==> config.mk <==
export PLATFORM = sky130hd
export DESIGN_NAME = wb_trace_fifo
export DESIGN_NICKNAME = d
export VERILOG_FILES = /design/src/rtl/trace_pkg.sv /design/src/rtl/sync_fifo_ram.sv /design/src/rtl/wb_trace_fifo.sv
export SDC_FILE = /design/constraint.sdc
export NUM_CORES = 1
export LEC_CHECK = 0
export ABC_AREA = 1
export CAP_MARGIN = 20
export CORE_MARGIN = 2
export CORE_UTILIZATION = 50
export CTS_CLUSTER_SIZE = 12
export DETAILED_ROUTE_END_ITERATION = 10
export HOLD_SLACK_MARGIN = 0.15
export PLACE_DENSITY = 0.68
export SYNTH_ARGS = -nofsm -noshare
export SYNTH_HDL_FRONTEND = slang
export SYNTH_SLANG_ARGS = --single-unit
==> constraint.sdc <==
create_clock -name clk -period 4.15 [get_ports clk]
set_input_delay 0.83 -clock clk [delete_from_list [all_inputs] [get_ports clk]]
set_output_delay 0.83 -clock clk [all_outputs]
set_load 0.05 [all_outputs]
==> src/rtl/trace_pkg.sv <==
// Shared types and widths for the writeback trace buffer.
package trace_pkg;

    localparam int TRACE_W    = 73;
    localparam int DROP_CNT_W = 16;

    typedef struct packed {
        logic [31:0] pc;
        logic [3:0]  wen;
        logic [4:0]  wnum;
        logic [31:0] wdata;
    } trace_rec_t;

endpackage

==> src/rtl/sync_fifo_ram.sv <==
// DEPTH x W storage with one synchronous write port and one asynchronous read port.
module sync_fifo_ram #(
    parameter int DEPTH = 8,
    parameter int W     = 73,
    parameter int AW    = $clog2(DEPTH)
) (
    input  logic          i_clk,
    input  logic          i_we,
    input  logic [AW-1:0] i_waddr,
    input  logic [W-1:0]  i_wdata,
    input  logic [AW-1:0] i_raddr,
    output logic [W-1:0]  o_rdata
);

    // Contents are deliberately not reset; readers must qualify with occupancy.
    logic [W-1:0] r_mem [DEPTH];

    always_ff @(posedge i_clk) begin
        if (i_we) begin
            r_mem[i_waddr] <= i_wdata;
        end
    end

    assign o_rdata = r_mem[i_raddr];

endmodule

==> src/rtl/wb_trace_fifo.sv <==
// Buffers the CPU writeback debug trace and drains it over a valid/ready port,
// counting records lost when the consumer falls behind.
module wb_trace_fifo
    import trace_pkg::*;
#(
    parameter int DEPTH   = 8,
    parameter int SKIP_R0 = 1
) (
    input  logic                      clk,
    input  logic                      resetn,
    input  logic [31:0]               debug_wb_pc,
    input  logic [3:0]                debug_wb_rf_wen,
    input  logic [4:0]                debug_wb_rf_wnum,
    input  logic [31:0]               debug_wb_rf_wdata,
    output logic                      trace_valid,
    input  logic                      trace_ready,
    output logic [31:0]               trace_pc,
    output logic [3:0]                trace_wen,
    output logic [4:0]                trace_wnum,
    output logic [31:0]               trace_wdata,
    output logic [$clog2(DEPTH):0]    trace_count,
    output logic                      trace_overflow,
    output logic [DROP_CNT_W-1:0]     trace_drop_cnt
);

    localparam int AW = $clog2(DEPTH);
    localparam int CW = AW + 1;
    localparam logic [CW-1:0] FULL_CNT = CW'(DEPTH);

    logic [AW-1:0]         r_wr_ptr;
    logic [AW-1:0]         r_rd_ptr;
    logic [CW-1:0]         r_count;
    logic                  r_overflow;
    logic [DROP_CNT_W-1:0] r_drop_cnt;

    logic                  w_cap;
    logic                  w_full;
    logic                  w_pop;
    logic                  w_push;
    logic                  w_drop;
    trace_rec_t            w_wr_rec;
    trace_rec_t            w_head;
    logic [TRACE_W-1:0]    w_rd_data;

    assign w_cap  = (debug_wb_rf_wen != 4'd0) &&
                    !((SKIP_R0 != 0) && (debug_wb_rf_wnum == 5'd0));
    assign w_full = (r_count == FULL_CNT);
    assign trace_valid = (r_count != '0);
    assign w_pop  = trace_valid && trace_ready;
    // A pop in the same cycle frees the slot, so a full FIFO can still accept.
    assign w_push = w_cap && (!w_full || w_pop);
    assign w_drop = w_cap && w_full && !w_pop;

    assign w_wr_rec = '{pc:    debug_wb_pc,
                        wen:   debug_wb_rf_wen,
                        wnum:  debug_wb_rf_wnum,
                        wdata: debug_wb_rf_wdata};

    sync_fifo_ram #(
        .DEPTH (DEPTH),
        .W     (TRACE_W),
        .AW    (AW)
    ) u_ram (
        .i_clk   (clk),
        .i_we    (w_push),
        .i_waddr (r_wr_ptr),
        .i_wdata (w_wr_rec),
        .i_raddr (r_rd_ptr),
        .o_rdata (w_rd_data)
    );

    assign w_head = trace_rec_t'(w_rd_data);

    always_ff @(posedge clk or negedge resetn) begin
        if (!resetn) begin
            r_wr_ptr <= '0;
            r_rd_ptr <= '0;
            r_count  <= '0;
        end else begin
            if (w_push) begin
                r_wr_ptr <= r_wr_ptr + AW'(1);
            end
            if (w_pop) begin
                r_rd_ptr <= r_rd_ptr + AW'(1);
            end
            unique case ({w_push, w_pop})
                2'b10:   r_count <= r_count + CW'(1);
                2'b01:   r_count <= r_count - CW'(1);
                default: r_count <= r_count;
            endcase
        end
    end

    always_ff @(posedge clk or negedge resetn) begin
        if (!resetn) begin
            r_overflow <= 1'b0;
            r_drop_cnt <= '0;
        end else if (w_drop) begin
            r_overflow <= 1'b1;
            if (r_drop_cnt != {DROP_CNT_W{1'b1}}) begin
                r_drop_cnt <= r_drop_cnt + DROP_CNT_W'(1);
            end
        end
    end

    // Storage is unreset, so the head fields are forced to zero while empty.
    assign trace_pc       = trace_valid ? w_head.pc    : 32'd0;
    assign trace_wen      = trace_valid ? w_head.wen   : 4'd0;
    assign trace_wnum     = trace_valid ? w_head.wnum  : 5'd0;
    assign trace_wdata    = trace_valid ? w_head.wdata : 32'd0;
    assign trace_count    = r_count;
    assign trace_overflow = r_overflow;
    assign trace_drop_cnt = r_drop_cnt;

endmodule
==> implementation parameters <==
Parameter                              Value

Synth
  Area leader, netlist ... sky130_fd_sc_hd__edfxtp_1
  Register area share after synthesis ... between 70% and 80%
  Register bit total from synthesis ... about 610
  Average footprint of a synthesized cell ... 13.1 um^2
  Syn_nets ... ~2000
  Cell types occupying the most area after synthesis ... sky130_fd_sc_hd__edfxtp_1 72%, sky130_fd_sc_hd__nor2_1 7.2%, sky130_fd_sc_hd__o21ai_0 6.4%
  Post-synth cell types ... 32
  Post-synthesis cell count ... around 1900
  Yosys warns ... 0
  EDFF count, synth ... 584
  Most used flip-flop cell after synthesis ... sky130_fd_sc_hd__edfxtp_1
  Total standard cell area after synthesis ... about 24000 um^2
  Top post-synthesis cells by count ... 584 x sky130_fd_sc_hd__edfxtp_1, 467 x sky130_fd_sc_hd__nor2_1, 314 x sky130_fd_sc_hd__o21ai_0
  Share of Yosys cell area claimed by the top area cell type ... between 70% and 80%
  Most repeated cell in the gate-level netlist after synthesis ... sky130_fd_sc_hd__edfxtp_1
  Proportion of synthesized flip-flops having asynchronous set or reset ... 4.42%

Finish
  Share of final-layout standard cells stronger than drive strength 1 ... 8.46%
  Summed area of non-filler cells in the final layout ... just under 30000 um^2
  Final Instance Count excl. Fillers ... between 2000 and 3000
  Final design utilization ... approximately 61%
  Area growth from synthesis to layout ... 19.3%
  Post-layout net count ... 2105

Outcome
  Status ... finished, final reports clean

Placed design
  Place WS ... 638 ps
  Placed inst area ... 27200 um^2
  Gpl congestion ... around 0.8
  Number of cells in the design after placement ... around 2600
  Port bufs ... 170
  Total half-perimeter wirelength after legalization and detailed placement ... between 20000 and 30000 um

Setup path
  Number of buffer and inverter instances along the worst setup path ... 2
  Crit path capture type ... output pin
  CP delay by family, top ... buffers and inverters
  Worst stage delay on the critical path ... 840 ps
  Slowest cell on the critical path ... sky130_fd_sc_hd__clkdlybuf4s50_1
  CP Class ... reg -> out
  Type of origin of the critical path ... flop
  Crit path cell chain ... buf_16 -> nor2_1 -> nor2_1 -> o21ai_0 -> o21ai_0 -> o21ai_0 -> nor2_1 -> clkdlybuf4s50_1
  Crit path arrival time ... approximately 3200 ps
  Register-to-register setup slack ... 1200 ps
  Crit path max fanout ... 128
  Required time worst endpoint ... approximately 3300 ps

Route
  Detailed-route via count ... approximately 15000
  Total routed wirelength ... ~56000 um
  DRC marker count from the first detailed-route iteration ... approximately 1400
  Routed via count divided by cell count ... 5.64
  First-pass iteration count of the detailed router ... 5
  Remaining antenna violation count ... 0
  Remaining routing DRC violations ... 0
  Wire length per cell ... ~21 um

STA
  Maximum clock skew at final layout ... between 15 and 20 ps
  Actual transition at the worst max-transition pin ... roughly 890 ps
  Unrepaired setup endpoints after global routing ... false
  Fraction of the cycle the final worst path needs ... 95.8%
  Final hold slack ... between 400 and 500 ps
  Worst slew slack as a fraction of its limit ... approximately two fifths
  Hold violation total from the final report ... 0
  Max Clk Rate ... about 250 MHz
  Min Tclk post-route ... about 4000 ps
  Min setup slack post-route ... roughly 170 ps
  Endpoints failing setup ... 0
  Count of final max-slew check failures ... 0
  Total Negative Setup Slacks ... 0 ps

Global route
  Remaining global-route overflow ... 0
  Global-route wire length before repair ... 85100 um
  Aggregate global-route resource usage ... 22.0%
  Via count of the first global-routing pass ... around 15000
  Largest net degree at the start of global routing ... ~140
  Initial antenna violation count ... 2

Worst hold path
  Min-delay worst type ... reg -> reg

Die
  Die extent in x ... ~220 um
  Die Y ... between 200 and 250 um
  Core box area ... between 40000 and 50000 um^2
  Area enclosed by the die boundary ... between 50000 and 60000 um^2
  Initial core utilization ... between 50 and 60%
  Floorplan row count ... 80
  Total I/O pin count ... around 170

Power and ir drop
  Leakage component of the power ... 10.0 nW
  Post-layout power ... ~26 mW
  Worst ir drop on vdd ... between 0.0005 and 0.0006 V
  Ratio of total power to cell area ... approximately 890 nW/um^2

CTS
  Number of buffers inserted for hold repair after clock tree synthesis ... 0
  H-tree levels ... 2
  Number of buffers on the longest clock path ... 3
  Number of sinks on the clock net ... 611
  Number of buffers created by CTS ... 61
  CTS clock-pin slew for the worst setup and hold paths ... 60 ps
  Buffer type at the clock tree root ... sky130_fd_sc_hd__clkbuf_16
  Worst-skew pair later-pin latency ... ~620 ps
  Clock tree from TritonCTS ... built

Flow run
  Max-cap violations ... 0
[where the power goes]
part / leakage (nW) / switching (mW) / internal [mW]
Clock: 0.875 / 2.16 / 2.87
Combinational: 3.48 / 7.93 / 4.01
Sequential: 5.69 / 0.428 / 8.44
Total: 10.0 / 10.5 / 15.3
[layout by cell type (no fill, tap or decap), types with 3 or more instances in the layout]
| cell type | netlist | layout |
|---|---|---|
| sky130_fd_sc_hd__dlymetal6s2s_1 | 0 | 5 |
| sky130_fd_sc_hd__nor3_1 | 3 | 3 |
| sky130_fd_sc_hd__xor2_1 | 7 | 7 |
| sky130_fd_sc_hd__edfxtp_1 | 584 | 584 |
| sky130_fd_sc_hd__buf_16 | 0 | 3 |
| sky130_fd_sc_hd__inv_1 | 22 | 22 |
| sky130_fd_sc_hd__o22ai_1 | 73 | 73 |
| sky130_fd_sc_hd__clkinv_2 | 0 | 5 |
| sky130_fd_sc_hd__clkdlybuf4s50_1 | 0 | 123 |
| sky130_fd_sc_hd__nand3_1 | 12 | 12 |
| sky130_fd_sc_hd__clkinv_1 | 0 | 9 |
| sky130_fd_sc_hd__nor2_1 | 467 | 459 |
| sky130_fd_sc_hd__dfrtp_1 | 27 | 24 |
| sky130_fd_sc_hd__clkbuf_16 | 0 | 63 |
| sky130_fd_sc_hd__nand4_1 | 4 | 4 |
| sky130_fd_sc_hd__nand3b_1 | 3 | 3 |
| sky130_fd_sc_hd__clkbuf_1 | 70 | 27 |
| sky130_fd_sc_hd__ha_1 | 5 | 5 |
| sky130_fd_sc_hd__buf_4 | 6 | 24 |
| sky130_fd_sc_hd__xnor2_1 | 8 | 8 |
| sky130_fd_sc_hd__buf_12 | 1 | 55 |
| sky130_fd_sc_hd__nor2_4 | 0 | 8 |
| sky130_fd_sc_hd__a21oi_1 | 3 | 3 |
| sky130_fd_sc_hd__o21ai_0 | 314 | 314 |
| sky130_fd_sc_hd__mux2i_1 | 73 | 73 |
| sky130_fd_sc_hd__diode_2 | 0 | 3 |
| sky130_fd_sc_hd__o21ai_1 | 57 | 57 |
| sky130_fd_sc_hd__nand2_1 | 77 | 76 |
[path summary, 6_finish.rpt]
path	start	end	cells past startpoint
max in group asynchronous	resetn	trace_drop_cnt[0]	3
worst min-delay path	trace_overflow	trace_overflow	1
worst max-delay path	r_rd_ptr[0]	trace_pc[30]	8
worst max register to register	trace_count[0]	trace_count[3]	15
min in group asynchronous	resetn	trace_drop_cnt[12]	1
worst min register to register	trace_overflow	trace_overflow	1
[routing by layer]
| layer | track usage [%] | vias to the layer above | share of wire, % |
|---|---|---|---|
| met1 | 30.6 | 7523 | 42 |
| met5 | 0 | - | 0.034 |
| met4 | 6.00 | 2 | 1.8 |
| met2 | 36.1 | 488 | 49 |
| li1 | - | 7073 | - |
| met3 | 3.91 | 76 | 7.0 |
[final cells by class]
| cell class | instances | area [um^2] |
|---|---|---|
| Fill cell | 3591 | 18800 |
| Sequential cell | 611 | 18200 |
| Multi-Input combinational cell | 1114 | 5560 |
| Inverter | 25 | 98.8 |
| Antenna cell | 3 | 7.51 |
| Tap cell | 615 | 769 |
| Clock buffer | 92 | 1710 |
| Clock inverter | 16 | 97.6 |
| Timing Repair Buffer | 210 | 2660 |
[flip-flops by register name, summed over array words and instances, names as in the netlist]
| name | count |
|---|---|
| trace_count | 4 |
| trace_overflow | 1 |
| u_ram.r_mem | 584 |
| trace_drop_cnt | 16 |
| r_rd_ptr | 3 |
| r_wr_ptr | 3 |
[what timing repair did]
action / 4_1_cts / 5_1_grt
setup buffers: 1 / 0
gates resized for setup: 0 / 7
endpoints found under the setup margin: 5 / 9
[cells by family (layout without fill, tap and decap cells)]
logic type      after synthesis  count (layout)  share of synthesized area, %
mux                          73              73                          2.99
buf+inv                     140             343                          2.85
simple gates                571             571                          9.05
fa+ha+maj                     6               6                         0.338
compound gates              449             449                          9.61
xor+xnor                     15              15                         0.538
flops                       611             611                          74.6
other cells                   0               3                             0
No activity file was read; power rests on OpenSTA's default activity.
